`src/rtl/seq_shift_unit.sv`:
```
// seq_shift_unit: iterative SLL/SRL/SRA/ROL unit shifting STEP bits per clock, valid/ready on both sides.
// Optional registered out_zero result flag enabled by SEQ_SHIFT_ZERO_FLAG_EN.
module seq_shift_unit #(
    parameter int WIDTH = 32,
    parameter int STEP  = 1
) (
    input  logic                     Clk,
    input  logic                     Reset_n,
    input  logic                     in_valid,
    output logic                     in_ready,
    input  logic [WIDTH-1:0]         in_data,
    input  logic [$clog2(WIDTH)-1:0] in_shamt,
    input  logic [1:0]               in_mode,
    output logic                     out_valid,
    input  logic                     out_ready,
    output logic [WIDTH-1:0]         out_data
`ifdef SEQ_SHIFT_ZERO_FLAG_EN
    ,
    output logic                     out_zero
`endif
);
    localparam int SHW = $clog2(WIDTH);
    localparam logic [SHW:0] STEP_W  = (SHW+1)'(STEP);
    localparam logic [SHW:0] WIDTH_W = (SHW+1)'(WIDTH);

    typedef enum logic [1:0] {IDLE, SHIFT, DONE} state_t;

    state_t           state_q;
    logic [WIDTH-1:0] data_q, data_d;
    logic [SHW-1:0]   rem_q, rem_d;
    logic [1:0]       mode_q;
    logic             sign_q, out_valid_q, zero_q;
    logic [SHW:0]     k;

    // k never exceeds rem, so its low SHW bits are exact even when STEP == WIDTH
    always_comb begin
        k      = ({1'b0, rem_q} < STEP_W) ? {1'b0, rem_q} : STEP_W;
        rem_d  = rem_q - k[SHW-1:0];
        data_d = mode_q == 2'b00 ? data_q << k
               : mode_q == 2'b01 ? data_q >> k
               : mode_q == 2'b10 ? (data_q >> k) | ({WIDTH{sign_q}} & ~({WIDTH{1'b1}} >> k))
               : (data_q << k) | (data_q >> (WIDTH_W - k));
    end

    always_ff @(posedge Clk or negedge Reset_n) begin
        if (!Reset_n) begin
            state_q     <= IDLE;
            data_q      <= '0;
            rem_q       <= '0;
            mode_q      <= '0;
            sign_q      <= 1'b0;
            out_valid_q <= 1'b0;
            zero_q      <= 1'b0;
        end else begin
            case (state_q)
                IDLE: if (in_valid) begin
                    data_q      <= in_data;
                    rem_q       <= in_shamt;
                    mode_q      <= in_mode;
                    sign_q      <= in_data[WIDTH-1];
                    state_q     <= in_shamt == '0 ? DONE : SHIFT;
                    out_valid_q <= in_shamt == '0;
                    zero_q      <= in_shamt == '0 && in_data == '0;
                end
                SHIFT: begin
                    data_q <= data_d;
                    rem_q  <= rem_d;
                    if (rem_d == '0) begin
                        state_q     <= DONE;
                        out_valid_q <= 1'b1;
                        zero_q      <= data_d == '0;
                    end
                end
                DONE: if (out_ready) begin
                    state_q     <= IDLE;
                    out_valid_q <= 1'b0;
                    zero_q      <= 1'b0;
                end
                default: state_q <= IDLE;
            endcase
        end
    end

    assign in_ready  = Reset_n && state_q == IDLE;
    assign out_valid = out_valid_q;
    assign out_data  = data_q;

`ifdef SEQ_SHIFT_ZERO_FLAG_EN
    assign out_zero = zero_q;
`else
    logic unused_zero;
    assign unused_zero = zero_q;
`endif
endmodule

```
`config.mk`:
```
export PLATFORM = sky130hd
export DESIGN_NAME = seq_shift_unit
export DESIGN_NICKNAME = d
export VERILOG_FILES = /design/src/rtl/seq_shift_unit.sv
export SDC_FILE = /design/constraint.sdc
export NUM_CORES = 1
export LEC_CHECK = 0
export CORE_MARGIN = 2
export CORE_UTILIZATION = 51
export DETAILED_ROUTE_END_ITERATION = 6
export PLACE_DENSITY = 0.92
export SYNTH_ARGS = -nofsm -noshare
export SYNTH_HDL_FRONTEND = slang
export SYNTH_SLANG_ARGS = --single-unit
```
`constraint.sdc`:
```
create_clock -name Clk -period 2.81 [get_ports Clk]
set_input_delay 0.4215 -clock Clk [delete_from_list [all_inputs] [get_ports Clk]]
set_output_delay 0.4215 -clock Clk [all_outputs]
set_load 0.02 [all_outputs]
```
## Yosys cells after proc, flatten, opt, wreduce, memory -nomap -nowiden

Cells that the tools add are included.

| storage, ports and cells | value |
|---|---|
| register bits after elaboration | 43 |
| input port bits | 43 |
| output and inout port bits | 34 |
| logic and storage cells | 52 |

| operators by class | value |
|---|---|
| $lt $le $gt $ge | 1 |
| reduce and logical (&&, ||, !) cells | 11 |
| bitwise gates (word level) | 4 |
| add/subtract/negate cells | 2 |
| eq/ne operators | 7 |
| shifts and indexed selects | 4 |
| multiplexer cells | 17 |

Operators by type and width:

| cell | number |
|---|---|
| $mux W32 | 4 |
| $or A32 B32 Y32 | 2 |
| $pmux W32 S2 | 1 |
| $and A32 B32 Y32 | 1 |
| $not A32 Y32 | 1 |
| $shl A32 B5 Y32 | 1 |
| $shr A32 B5 Y32 | 1 |
| $shr A32 B5 Y32 const A | 1 |
| $shr A32 B6 Y32 | 1 |
| $logic_not A5 Y1 | 2 |
| $mux W5 | 2 |
| $pmux W5 S2 | 1 |
| $mux W2 | 4 |
| $ne A2 B2 Y1 const B | 3 |
| $pmux W2 S3 | 1 |
| $sub A6 B5 Y6 const A | 1 |
| $lt A5 B1 Y1 const B | 1 |
| $sub A5 B5 Y5 | 1 |
| $eq A2 B1 Y1 const B | 2 |
| $eq A2 B2 Y1 const B | 2 |
| $logic_not A2 Y1 | 2 |
| $reduce_and A2 Y1 | 2 |
| $reduce_and A4 Y1 | 1 |
| $mux W1 | 3 |
| 5 further kinds | 5 |

## Longest topological paths before layout

| depth | value |
|---|---|
| depth after elaboration | 10 |
| gate-level depth with buffers | 11 |
| gate-level depth less buffers | 8 |

## Least setup slack after synthesis

OpenSTA, ideal clock, no wires.

| timing path | value |
|---|---|
| path kind | flip-flop to flip-flop |
| start point | register rem_q[1] |
| end point | register data_q[2] (netlist: out_data[2]) |
| period minus slack after synthesis | 2,280 ps |
| stages on the path, launching flop included | 12 |
| data arrival time | 2,158 ps |
| slack | 530 ps |
| setup time | 123 ps |
| cell sequence | dfrtp_1 -> buf_4 -> nor3_4 -> nand2_1 -> buf_4 -> ha_1 -> clkbuf_1 -> mux2i_1 -> o221ai_1 -> a21oi_1 -> nor2_1 -> o221a_2 |

| on the way | value |
|---|---|
| cells in the longest elaborated chain, start to end | 10 |
| elaborated cells on any way between the ends | 15 |
| those cells by class | add/sub (1); order compare (1); shift (4); mux (5); bitwise (4) |

RTL lines:

| item | line | RTL |
|---|---|---|
| start: declaration | 30 | `logic [SHW-1:0] rem_q, rem_d;` |
| start signal: assignment | 58 | `rem_q <= in_shamt;` |
| start signal: assignment | 67 | `rem_q <= rem_d;` |
| $lt A5 B1 Y1 | 37 | `k = ({1'b0, rem_q} < STEP_W) ? {1'b0, rem_q} : STEP_W;` |
| $mux W5 (*) | 37 |  |
| parallel branches: the longest is 6 deep, another holds $sub A6 B5 Y6 | - |  |
| $mux W32 (*) | 39 | `data_d = mode_q == 2'b00 ? data_q << k` |
| $pmux W32 S2 (*) | 55 | `case (state_q)` |
| end signal: assignment | 57 | `data_q <= in_data;` |
| end signal: assignment | 66 | `data_q <= data_d;` |
| end: declaration | 29 | `logic [WIDTH-1:0] data_q, data_d;` |

Every way passes the cells marked *.
A chain may end at the register's enable or synchronous reset.

## Final worst setup path

| timing path | value |
|---|---|
| start point | register state_q[0] |
| end point | output port in_ready |

| on the way | value |
|---|---|
| cells in the longest elaborated chain, start to end | 2 |

RTL lines:

| item | line | RTL |
|---|---|---|
| start: declaration | 28 | `state_t state_q;` |
| start signal: assignment | 61 | `state_q <= in_shamt == '0 ? DONE : SHIFT;` |
| $logic_not A2 Y1 | 84 | `assign in_ready = Reset_n && state_q == IDLE;` |
| $logic_and A1 B1 Y1 | 84 |  |
| end: declaration | 10 | `output logic in_ready,` |

Every way passes these cells.

==> summary.md <==
| Metric | Value |
|---|---|
| Status | `complete, no violations` |
| Final Slew Violations | `0` |
| Pwr/cell area | `1300 nW/um2` |
| Clk sinks | `43` |
| Met1 Use GR | `35.4%` |
| Drc violations | `0` |
| Buffer and inverter count on the worst path | `2` |
| GPL Wtd Cong | `0.948` |
| Layout Skew | `0.00762 ns` |
| Commonest non-fill, non-tap cell in the layout | `clkdlybuf4s50_1` |
| Number of DRC markers in iteration 0 | `414` |
| Worst-path clk slew | `0.09 ns` |
| CP required | `2.39 ns` |
| Total grt overflow | `0` |
| WP data arrival | `2.03 ns` |
| Leak Pwr | `1.69 nW` |
| Maxcap violations | `0` |
| Final non-filler cell total | `507` |
| CTS root buf | `clkbuf_8` |
| Placed Cells | `499` |
| Top_reg_cell synth | `dfrtp_1` |
| Antenna violations before repair | `0` |
| Vias in the first global route | `3,065` |
| Die Footprint | `7030 um2` |
| Buffers added on ports | `76` |
| RSZ-0062 raised after global routing | `false` |
| Worst min path class | `in2async` |
| First-pass GRT wire length | `15.3 mm` |
| Total number of yosys warnings | `0` |
| Dpl hpwl | `6.38 mm` |
| Sequential share of the synthesized area | `33.1%` |
| Initial Utilization | `52.1%` |
| Cell family with most CP delay | `buffers and inverters` |
| Fmax | `408 MHz` |
| Layout area overhead | `25.8%` |
| Post-route minimum period | `2.45 ns` |
| Yosys cell types | `52` |
| Setup_tns | `0 ns` |
| Number of synthesized flops with an enable pin | `0` |
| Max incr delay on CP | `0.60 ns` |
| Clock Latency Late Sink | `0.31 ns` |
| Post-Layout Inst Area | `4090 um2` |
| CP Class | `reg2out` |
| DR vias/cell | `6.38` |
| ANT nets after route | `0` |
| Avg Cell Area, Syn | `8.86 um2` |
| Cell Area, Synth | `3250 um2` |
| Largest net degree at the start of global routing | `51` |
| Critical Path Sink Type | `output port` |
| Crit path depth | `4` |
| Worst hold margin | `0.200 ns` |
| Hold Vio Cnt, Final | `0` |
| DRT Wirelength | `9.23 mm` |
| Async SR Flop Fraction | `100%` |
| Worst-path fanout max | `10` |
| Final setup viols | `0` |
| CTS max path bufs | `2` |
| Worst setup SP type | `flop` |
| R2R depth | `8` |
| CTS tree | `built` |
| # IOs | `77` |
| Slew Limit Headroom | `56.7%` |
| Via count | `3,233` |
| Core area | `6240 um2` |
| Share of layout cells above drive strength 1 | `7.44%` |
| Synthesized instance count | `367` |
| Cell Chain, Critical Path | `inv_1 > ha_1 > and2_1 > clkdlybuf4s50_1` |
| Setup bufs post-CTS | `0` |
| Num rows | `29` |
| Routed length per instance | `18.2 um` |
| Met2 Use GR | `43.6%` |
| Antenna Cells | `0` |
| Yosys reg bits | `43` |
| Layout Nets | `480` |
| TritonCTS Buffers | `5` |
| Post-CTS sizing | `0` |
| Placed Area | `4000 um2` |
| H-tree levels | `2` |
| Gr usage total | `26.5%` |
| Critical Path Slowest Stage Cell | `clkdlybuf4s50_1` |
| Util after Layout | `65.5%` |
| Met3 GRT Util | `4.25%` |
| Final period util | `87.2%` |
| Die H | `83.8 um` |
| Cts hold-fix bufs | `0` |
| Actual slew at the worst max-slew pin | `0.649 ns` |
| Drt pass-1 iters | `5` |
| Most frequent cells in the layout | `clkdlybuf4s50_1 (75), dfrtp_1 (43), nand2_1 (42)` |
| Die W | `83.8 um` |
| VDD IR-drop max | `0.773 mV` |
| Most used routing layer | `met2` |
cell families after synthesis:
family          count (synthesis)  synth area share [%]
compound gates                143                  32.4
xor+xnor                        1                 0.847
fa+ha+maj                       8                  3.08
flops                          43                  33.1
mux                            28                  9.05
buf+inv                        44                  7.20
other cells                     2                 0.231
simple gates                   98                  14.1
path summary, 6_finish.rpt:
check	startpoint	to	slack, ns
max in group asynchronous	Reset_n	out_data[26]	2.21
min	Reset_n	state_q[0]	0.20
min in group Clk	sign_q	sign_q	0.49
max reg2reg	rem_q[1]	out_data[2]	0.39
max	state_q[0]	in_ready	0.36
min reg2reg	sign_q	sign_q	0.49
sequential cells by signal (all words and copies together) (netlist names):
signal and cells:
mode_q 2, out_valid 1, rem_q 5, sign_q 1, state_q 2, out_data 32
worst register-to-register path, cell delays in order, from the launching register on:
cell and delay [ns]:
dfrtp_1 0.49, nor3_4 0.26, nand2_1 0.23, ha_1 0.49, mux2i_1 0.24, o221ai_1 0.13
a21oi_1 0.16, nor2_1 0.06, o221a_2 0.26
layout make-up:
class,instances,area (um2)
fill,498,2150
clock inverter,3,23.8
clock buffer,5,68.8
sequential,43,1080
tap,77,96.3
inverter,12,45.0
timing repair buffer,86,831
multi-input combinational,281,1950
synth_stat cells (all sizes together) (3+ instances only):
library cell / number / share of area [%]
o22ai: 6 / 1.2
a221o: 22 / 6.8
nand2: 43 / 5.5
ha: 8 / 3.1
buf: 21 / 4.5
o211ai: 20 / 4.6
inv: 12 / 1.4
a21o: 4 / 0.92
a31oi: 4 / 0.77
dfrtp: 43 / 33
nand3: 7 / 1.1
nand2b: 3 / 0.58
a22o: 19 / 5.1
a21oi: 23 / 3.5
mux2i: 26 / 8.0
a22oi: 8 / 1.8
o21ai: 19 / 2.9
o22a: 3 / 0.81
clkbuf: 11 / 1.3
o31ai: 4 / 0.92
nor2: 28 / 3.3
nor3: 3 / 0.81
and2: 4 / 0.85
report_power, final:
part / switching (mW) / total, mW / internal (mW) / leakage, nW
Sequential: 0.510 / 1.44 / 0.932 / 0.518
Combinational: 1.82 / 3.46 / 1.63 / 1.13
Clock: 0.257 / 0.436 / 0.178 / 0.0408
Total: 2.59 / 5.34 / 2.74 / 1.69
per-stage QoR:
step,setup WS (ns),power [mW]
finish,0.358,5.34
global route,0.234,5.72
CTS,0.365,5.31
detailed placement,0.408,4.86
global placement,0.503,4.73
floorplan,0.530,3.89
metal layers:
| metal | share of wire, % | vias to the layer above | wire length [um] |
|---|---|---|---|
| met2 | 49 | 154 | 4510 |
| met4 | 3.1 | 0 | 284 |
| met5 | 0 | - | 0 |
| li1 | - | 1510 | - |
| met3 | 6.3 | 28 | 585 |
| met1 | 42 | 1541 | 3860 |
No activity file was read; power rests on OpenSTA's default activity.
